===== src/rtl/game_pkg.sv =====
// Shared definitions for the round sequencer and the VGA renderer.
// Holds state codes, default box sizes, game timing and screen geometry.
// Pure definitions plus one clamp helper; no state.
package game_pkg;

  // The VGA renderer decodes these same codes from game_state.
  typedef enum logic [2:0] {
    ST_IDLE        = 3'd0,
    ST_WAIT_TARGET = 3'd1,
    ST_PLAYING     = 3'd2,
    ST_ROUND_WON   = 3'd3,
    ST_GAME_OVER   = 3'd4
  } game_state_e;

  localparam int PLAYER_HALF_DEF = 25;
  localparam int TARGET_HALF_DEF = 30;
  localparam int HOLD_FRAMES_DEF = 60;
  localparam int WIN_FRAMES_DEF  = 30;
  localparam int GAME_FRAMES_DEF = 1800;

  localparam int X_MAX_DEF = 639;
  localparam int Y_MAX_DEF = 479;
  localparam int X_CENTRE  = 320;
  localparam int Y_CENTRE  = 240;

  // Saturate v into [lo, hi]; assumes lo <= hi.
  function automatic logic [9:0] clamp10(input logic [9:0] v,
                                         input logic [9:0] lo,
                                         input logic [9:0] hi);
    logic [9:0] r;
    r = v;
    if (v < lo) begin
      r = lo;
    end else if (v > hi) begin
      r = hi;
    end
    return r;
  endfunction

endpackage


===== src/rtl/game_round_controller_if.sv =====
// Signal bundle between the round sequencer and its neighbours
// (timing generator, target RNG, VGA renderer).
// master = sequencer side, slave = environment side.
interface game_round_controller_if;

  logic        screenEnd;
  logic        start;
  logic [31:0] accel_x;
  logic [31:0] accel_y;
  logic [9:0]  rand_x;
  logic [8:0]  rand_y;
  logic        rand_valid;

  logic        target_req;
  logic [31:0] target_x;
  logic [31:0] target_y;
  logic [31:0] game_state;
  logic [7:0]  score;
  logic [10:0] frames_left;
  logic [6:0]  hold_count;

  modport master (
    input  screenEnd, start, accel_x, accel_y, rand_x, rand_y, rand_valid,
    output target_req, target_x, target_y, game_state, score, frames_left, hold_count
  );

  modport slave (
    output screenEnd, start, accel_x, accel_y, rand_x, rand_y, rand_valid,
    input  target_req, target_x, target_y, game_state, score, frames_left, hold_count
  );

endinterface


===== src/rtl/box_containment.sv =====
// Checks whether the player box lies fully inside the target box.
// Latency: purely combinational.
// Backpressure: none.
module box_containment
  import game_pkg::*;
#(
  parameter int PLAYER_HALF = PLAYER_HALF_DEF,
  parameter int TARGET_HALF = TARGET_HALF_DEF
) (
  input  logic [9:0] px,
  input  logic [9:0] py,
  input  logic [9:0] tx,
  input  logic [9:0] ty,
  output logic       contained
);

  // Centre offset allowed before an edge of the player crosses the target edge.
  localparam logic signed [10:0] SLACK = 11'(TARGET_HALF - PLAYER_HALF);

  logic signed [10:0] dx;
  logic signed [10:0] dy;
  logic signed [10:0] adx;
  logic signed [10:0] ady;

  // Signed 11-bit differences so a player left/above the target never wraps.
  always_comb begin
    dx        = $signed({1'b0, px}) - $signed({1'b0, tx});
    dy        = $signed({1'b0, py}) - $signed({1'b0, ty});
    adx       = dx[10] ? -dx : dx;
    ady       = dy[10] ? -dy : dy;
    contained = (adx <= SLACK) && (ady <= SLACK);
  end

endmodule


===== src/rtl/game_round_controller.sv =====
// Frame-synchronous game sequencer: request target, check hold, score, run game timer.
// Latency: outputs register one clk_25mHz edge after frame tick / start edge / rand_valid.
// Backpressure: none; rand_valid consumed only in WAIT_TARGET, start only in IDLE/GAME_OVER.
module game_round_controller
  import game_pkg::*;
#(
  parameter int PLAYER_HALF = PLAYER_HALF_DEF,
  parameter int TARGET_HALF = TARGET_HALF_DEF,
  parameter int HOLD_FRAMES = HOLD_FRAMES_DEF,
  parameter int WIN_FRAMES  = WIN_FRAMES_DEF,
  parameter int GAME_FRAMES = GAME_FRAMES_DEF,
  parameter int X_MAX       = X_MAX_DEF,
  parameter int Y_MAX       = Y_MAX_DEF
) (
  input  logic clk_25mHz,
  input  logic reset,
  game_round_controller_if.master bus
);

  localparam int         WIN_W = $clog2(WIN_FRAMES + 1);
  localparam logic [9:0] X_LO  = 10'(TARGET_HALF);
  localparam logic [9:0] X_HI  = 10'(X_MAX - TARGET_HALF);
  localparam logic [9:0] Y_LO  = 10'(TARGET_HALF);
  localparam logic [9:0] Y_HI  = 10'(Y_MAX - TARGET_HALF);

  game_state_e      state_q, state_d;
  logic             screen_end_q, screen_end_d;
  logic             start_q, start_d;
  logic             target_req_q, target_req_d;
  logic [9:0]       target_x_q, target_x_d;
  logic [9:0]       target_y_q, target_y_d;
  logic [7:0]       score_q, score_d;
  logic [10:0]      frames_left_q, frames_left_d;
  logic [6:0]       hold_count_q, hold_count_d;
  logic [WIN_W-1:0] win_cnt_q, win_cnt_d;

  logic       frame_tick;
  logic       start_edge;
  logic       contained;
  logic [6:0] hold_next;
  logic       unused_accel_hi;

  // Only the low position bits carry screen coordinates.
  assign unused_accel_hi = ^{bus.accel_x[31:10], bus.accel_y[31:9]};

  box_containment #(
    .PLAYER_HALF (PLAYER_HALF),
    .TARGET_HALF (TARGET_HALF)
  ) u_box (
    .px        (bus.accel_x[9:0]),
    .py        ({1'b0, bus.accel_y[8:0]}),
    .tx        (target_x_q),
    .ty        (target_y_q),
    .contained (contained)
  );

  // Next-state and next-output computation for the round FSM.
  always_comb begin
    frame_tick    = bus.screenEnd & ~screen_end_q;
    start_edge    = bus.start & ~start_q;

    screen_end_d  = bus.screenEnd;
    start_d       = bus.start;
    state_d       = state_q;
    target_req_d  = target_req_q;
    target_x_d    = target_x_q;
    target_y_d    = target_y_q;
    score_d       = score_q;
    frames_left_d = frames_left_q;
    hold_count_d  = hold_count_q;
    win_cnt_d     = win_cnt_q;
    hold_next     = contained ? (hold_count_q + 7'd1) : 7'd0;

    case (state_q)
      ST_IDLE: begin
        if (start_edge) begin
          score_d       = 8'd0;
          frames_left_d = 11'(GAME_FRAMES);
          hold_count_d  = 7'd0;
          target_req_d  = 1'b1;
          state_d       = ST_WAIT_TARGET;
        end
      end

      ST_WAIT_TARGET: begin
        if (bus.rand_valid) begin
          target_x_d   = clamp10(bus.rand_x, X_LO, X_HI);
          target_y_d   = clamp10({1'b0, bus.rand_y}, Y_LO, Y_HI);
          target_req_d = 1'b0;
          hold_count_d = 7'd0;
          state_d      = ST_PLAYING;
        end
      end

      ST_PLAYING: begin
        if (frame_tick) begin
          hold_count_d = hold_next;
          // A win outranks timer expiry; the timer then expires on the next playing tick.
          if (hold_next == 7'(HOLD_FRAMES)) begin
            score_d   = (score_q == 8'hFF) ? score_q : score_q + 8'd1;
            win_cnt_d = '0;
            state_d   = ST_ROUND_WON;
          end else if (frames_left_q == 11'd1) begin
            frames_left_d = 11'd0;
            state_d       = ST_GAME_OVER;
          end else begin
            frames_left_d = frames_left_q - 11'd1;
          end
        end
      end

      ST_ROUND_WON: begin
        if (frame_tick) begin
          if (win_cnt_q == WIN_W'(WIN_FRAMES - 1)) begin
            win_cnt_d    = '0;
            target_req_d = 1'b1;
            state_d      = ST_WAIT_TARGET;
          end else begin
            win_cnt_d = win_cnt_q + WIN_W'(1);
          end
        end
      end

      ST_GAME_OVER: begin
        if (start_edge) begin
          state_d = ST_IDLE;
        end
      end

      default: begin
        target_req_d = 1'b0;
        state_d      = ST_IDLE;
      end
    endcase
  end

  // State and output registers; reset parks the target at screen centre.
  always_ff @(posedge clk_25mHz or posedge reset) begin
    if (reset) begin
      state_q       <= ST_IDLE;
      screen_end_q  <= 1'b0;
      start_q       <= 1'b0;
      target_req_q  <= 1'b0;
      target_x_q    <= 10'(X_CENTRE);
      target_y_q    <= 10'(Y_CENTRE);
      score_q       <= 8'd0;
      frames_left_q <= 11'd0;
      hold_count_q  <= 7'd0;
      win_cnt_q     <= '0;
    end else begin
      state_q       <= state_d;
      screen_end_q  <= screen_end_d;
      start_q       <= start_d;
      target_req_q  <= target_req_d;
      target_x_q    <= target_x_d;
      target_y_q    <= target_y_d;
      score_q       <= score_d;
      frames_left_q <= frames_left_d;
      hold_count_q  <= hold_count_d;
      win_cnt_q     <= win_cnt_d;
    end
  end

  assign bus.game_state  = {29'd0, state_q};
  assign bus.target_req  = target_req_q;
  assign bus.target_x    = {22'd0, target_x_q};
  assign bus.target_y    = {22'd0, target_y_q};
  assign bus.score       = score_q;
  assign bus.frames_left = frames_left_q;
  assign bus.hold_count  = hold_count_q;

endmodule


===== src/flat_wrapper.sv =====
// flat-port wrapper written by rule: the top's interface ports become plain ports
module game_round_controller_flat import game_pkg::*;
#(
  parameter int PLAYER_HALF = PLAYER_HALF_DEF,
  parameter int TARGET_HALF = TARGET_HALF_DEF,
  parameter int HOLD_FRAMES = HOLD_FRAMES_DEF,
  parameter int WIN_FRAMES  = WIN_FRAMES_DEF,
  parameter int GAME_FRAMES = GAME_FRAMES_DEF,
  parameter int X_MAX       = X_MAX_DEF,
  parameter int Y_MAX       = Y_MAX_DEF
)
  (clk_25mHz, reset, bus_screenEnd, bus_start, bus_accel_x, bus_accel_y, bus_rand_x, bus_rand_y, bus_rand_valid, bus_target_req, bus_target_x, bus_target_y, bus_game_state, bus_score, bus_frames_left, bus_hold_count);
  game_round_controller_if bus_i ();
  input  logic clk_25mHz;
  input  logic reset;
  input wire logic [$bits(bus_i.screenEnd)-1:0] bus_screenEnd;
  input wire logic [$bits(bus_i.start)-1:0] bus_start;
  input wire logic [$bits(bus_i.accel_x)-1:0] bus_accel_x;
  input wire logic [$bits(bus_i.accel_y)-1:0] bus_accel_y;
  input wire logic [$bits(bus_i.rand_x)-1:0] bus_rand_x;
  input wire logic [$bits(bus_i.rand_y)-1:0] bus_rand_y;
  input wire logic [$bits(bus_i.rand_valid)-1:0] bus_rand_valid;
  output wire logic [$bits(bus_i.target_req)-1:0] bus_target_req;
  output wire logic [$bits(bus_i.target_x)-1:0] bus_target_x;
  output wire logic [$bits(bus_i.target_y)-1:0] bus_target_y;
  output wire logic [$bits(bus_i.game_state)-1:0] bus_game_state;
  output wire logic [$bits(bus_i.score)-1:0] bus_score;
  output wire logic [$bits(bus_i.frames_left)-1:0] bus_frames_left;
  output wire logic [$bits(bus_i.hold_count)-1:0] bus_hold_count;
  assign bus_i.screenEnd = bus_screenEnd;
  assign bus_i.start = bus_start;
  assign bus_i.accel_x = bus_accel_x;
  assign bus_i.accel_y = bus_accel_y;
  assign bus_i.rand_x = bus_rand_x;
  assign bus_i.rand_y = bus_rand_y;
  assign bus_i.rand_valid = bus_rand_valid;
  assign bus_target_req = bus_i.target_req;
  assign bus_target_x = bus_i.target_x;
  assign bus_target_y = bus_i.target_y;
  assign bus_game_state = bus_i.game_state;
  assign bus_score = bus_i.score;
  assign bus_frames_left = bus_i.frames_left;
  assign bus_hold_count = bus_i.hold_count;
  game_round_controller #(.PLAYER_HALF(PLAYER_HALF), .TARGET_HALF(TARGET_HALF), .HOLD_FRAMES(HOLD_FRAMES), .WIN_FRAMES(WIN_FRAMES), .GAME_FRAMES(GAME_FRAMES), .X_MAX(X_MAX), .Y_MAX(Y_MAX)) u_core (.clk_25mHz(clk_25mHz), .reset(reset), .bus(bus_i));
endmodule

===== config.mk =====
export PLATFORM = sky130hd
export DESIGN_NAME = game_round_controller_flat
export DESIGN_NICKNAME = d
export VERILOG_FILES = /design/src/rtl/game_pkg.sv /design/src/rtl/game_round_controller_if.sv /design/src/rtl/box_containment.sv /design/src/rtl/game_round_controller.sv /design/src/flat_wrapper.sv
export SDC_FILE = /design/constraint.sdc
export NUM_CORES = 1
export LEC_CHECK = 0
export ABC_CLOCK_PERIOD_IN_PS = 7500
export CORE_UTILIZATION = 45
export CTS_CLUSTER_DIAMETER = 60
export DETAILED_ROUTE_END_ITERATION = 16
export PLACE_DENSITY = 0.83
export SLEW_MARGIN = 20
export SYNTH_ARGS = -nofsm -noshare
export SYNTH_HDL_FRONTEND = slang
export SYNTH_SLANG_ARGS = --single-unit
export TNS_END_PERCENT = 20

===== constraint.sdc =====
create_clock -name clk_25mHz -period 7.5 [get_ports clk_25mHz]
set_input_delay 0.75 -clock clk_25mHz [delete_from_list [all_inputs] [get_ports clk_25mHz]]
set_output_delay 0.75 -clock clk_25mHz [all_outputs]
set_load 0.005 [all_outputs]

==> impl_metrics.yaml <==
status:
  status: "finished clean"
placement:
  portBuffers: 91
  post-place-ws_ns: 2.12
  dp_hpwl_mm: 9.44
  gp_congestion: 0.850
timing:
  tns_ns: 0
  rsz0062_at_grt: "false"
  final_hold_viol_count: 0
  relSlewSlack: 0.467
  clock-skew-final_ns: 0.0115
  final-setup-viol-count: 0
  fmax_ghz: 0.209
  drv_slew: 0
  setup_ws_ns: 2.72
  tightest_slew_ns: 0.793
  fin_crit_ns: 4.78
  hold_ws_ns: 0.494
  post-route-period-util: 0.637
hold_path:
  hold_path.class: "flop to flop"
floorplanning:
  die_w_um: 110
  io_pins: 211
  rows: 38
  coreArea_um2: 11100
  initial_core_util: 0.471
  dieHeight_um: 110
  dieArea_um2: 12000
yosys:
  synth.ff_latch_count: 56
  synth-simple-area-share: 0.197
  syn-cell-area_um2: 5220
  yosys_warnings: 0
  async_reset_ff_frac: 1.00
  synthAdderAreaFrac: 0.0724
  synth-xor-area-share: 0.0352
  synth_top_flop_cell: "dfrtp_1"
  synth_top_family_by_area: "compound AO/OA/AOI/OAI gates"
  yosysSeqAreaShare: 0.270
  synth-edff-count: 0
  syn_inst: 639
  muxShareOfSynthArea: 0.00983
  synth_compound_area_frac: 0.258
  syn-mean-instance-area_um2: 8.17
  synth_cell_types: 77
global_routing:
  antenna_found_initial: 0
  grt_pass1_wl_mm: 20.3
  grt.total_usage: 0.211
  grt_max_degree: 57
  grt_pass1_vias: 4259
  grt-ovfl-total: 0
layout:
  final_util: 0.550
  mostFrequentLayoutCells: "clkdlybuf4s50_1, conb_1, o21ai_0"
  fill_cells: 1032
  area_growth_pct: 16.8
  layout_commonest_cell: "clkdlybuf4s50_1"
  final_nets: 836
  layout-drive-gt1-share: 0.0597
  n_antenna_cell: 0
  regArea_um2: 1410
  multi_input_area_um2: 3290
drt:
  vias: 4771
  drt_iter0_drc: 198
  drc_errors: 0
  drt_pass1_iterations: 5
  avgRoutedWirePerCell_um: 14.4
  routed_via_density: 5.55
  drtAntennaViolNets: 0
  routed_wirelength_mm: 12.4
setup_path:
  critical_path.top_delay_family: "compound AO/OA/AOI/OAI gates"
  crit_top_cell: "inv_1"
  path_buf_inv: 3
  critical_path_class: "input port to flop"
  cpPeakStageDelay_ns: 0.59
  path_max_fanout: 18
  crit_arrival_ns: 4.96
  crit_chain: "clkdlybuf4s50_1 -> inv_1 -> ha_1 -> inv_1 -> fa_1 -> a211oi_2 -> nor2_1 -> xnor2_1 -> nor4_1 -> mux2i_1 -> a41oi_1 -> nor4_4 -> o2111ai_1 -> a21oi_2 -> or2_1 -> o21ai_0"
  critPathLaunchType: "input port"
  cpMaxStageDelayCell: "a21oi_2"
  cp.required_ns: 7.68
  endpoint_kind: "flop"
clock_tree:
  tritoncts: "built"
  clock_latency_ns: 0.30
  clock-sinks: 56
  cts_resized: 0
  cts_buffer_depth: 2
  cts_buffers: 5
  cts.clk_slew.worst_paths_ns: 0.08
  cts_hold_buf: 0
  cts_setup_buffers: 0
  cts_root_buf: "clkbuf_16"
  htree_levels: 2
power_and_ir_drop:
  leakagePower_nw: 2.66
  vdd_drop_max_v: 0.000206
  power_mw: 2.26
  power_density_nw_per_um2: 371
run:
  drv_cap: 0
Yosys cell counts, drive strengths merged, types with 4 or more instances:
master / n / area [um^2]
inv: 38 / 143
a22o: 5 / 43.8
o41ai: 5 / 51.3
a211oi: 5 / 60.1
nand3b: 4 / 30.0
nand4: 4 / 25.0
o31ai: 13 / 97.6
ha: 27 / 338
or4: 7 / 52.6
nand2: 43 / 161
a21oi: 48 / 244
clkbuf: 9 / 33.8
nor2b: 4 / 25.0
nand2b: 11 / 68.8
nor2: 45 / 171
and3: 14 / 87.6
nor4: 10 / 83.8
or2: 4 / 27.5
and2: 5 / 31.3
a22oi: 5 / 37.5
dfstp: 6 / 158
nor3: 12 / 60.1
dfrtp: 50 / 1250
nand3: 26 / 130
or3: 5 / 31.3
o21a: 4 / 30.0
mux2i: 4 / 40.0
xnor2: 14 / 123
o21ai: 58 / 290
buf: 84 / 639
a21o: 9 / 75.1
a31oi: 11 / 81.3
xor2: 7 / 61.3
worst register-to-register path: stages, from the launching register on:
cell	delay, ns
dfrtp_1	0.39
ha_1	0.19
inv_1	0.06
fa_1	0.46
a211oi_2	0.29
nor2_1	0.13
xnor2_1	0.21
nor4_1	0.40
mux2i_1	0.23
a41oi_1	0.18
nor4_4	0.37
o2111ai_1	0.26
a21oi_2	0.60
or2_1	0.27
o21ai_0	0.12
logic make-up (layout without fill, tap and decap cells):
group | Yosys count | in the layout
other | 1 | 74
XOR/XNOR | 21 | 21
AO/OA/AOI/OAI | 196 | 196
AND/OR/NAND/NOR | 199 | 199
flip-flops | 56 | 56
buffers and inverters | 132 | 140
multiplexers | 5 | 5
adder cells (fa/ha/maj) | 29 | 29
per-stage QoR:
step | cell area [um^2] | instances
floorplan | 5500 | 712
global placement | 5930 | 852
detailed placement | 5930 | 852
CTS | 6080 | 860
global route | 6100 | 860
finish | 6100 | 860
registers in the layout, indices dropped and copies added (netlist names):
register,flops
u_core.target_y_q,9
u_core.win_cnt_q,5
u_core.bus.frames_left,11
u_core.screen_end_q,1
u_core.start_q,1
u_core.bus.score,8
u_core.state_q,3
u_core.bus.hold_count,7
u_core.target_x_q,10
u_core.bus.target_req,1
layer usage:
metal	up-vias	track usage	wire length [um]
li1	2337	-	-
met1	2272	0.292	5490
met2	148	0.345	6010
met3	14	0.0326	674
met4	0	0.0524	180
met5	-	0	0
final timing paths:
| check | cells past startpoint | end | slack (ns) | startpoint |
|---|---|---|---|---|
| max in group asynchronous | 3 | u_core.target_x_q[5]$_DFFE_PP0P_ | 6.05 | reset |
| worst max-delay path | 16 | u_core.bus.frames_left[7]$_DFFE_PP0P_ | 2.72 | bus_accel_x[0] |
| min in group asynchronous | 3 | u_core.bus.score[2]$_DFFE_PP0P_ | 0.94 | reset |
| worst max register to register | 14 | u_core.bus.frames_left[7]$_DFFE_PP0P_ | 3.23 | u_core.target_x_q[0]$_DFFE_PP0P_ |
| worst min-delay path | 1 | u_core.win_cnt_q[4]$_DFFE_PP0P_ | 0.49 | u_core.win_cnt_q[4]$_DFFE_PP0P_ |
| worst min register to register | 1 | u_core.win_cnt_q[4]$_DFFE_PP0P_ | 0.49 | u_core.win_cnt_q[4]$_DFFE_PP0P_ |
power by group:
part / switching [mW] / internal (mW)
clock network: 0.121 / 0.127
logic: 0.872 / 0.647
registers: 0.0926 / 0.403
total: 1.09 / 1.18
layout make-up:
class | count | share of cell area
clock buffer | 5 | 0.0205
clock inverter | 3 | 0.00411
inverter | 39 | 0.0240
multi-input combinational | 524 | 0.540
sequential | 56 | 0.231
tap | 140 | 0.0287
timing repair buffer | 93 | 0.152
Power figures use the tool's default switching activity.
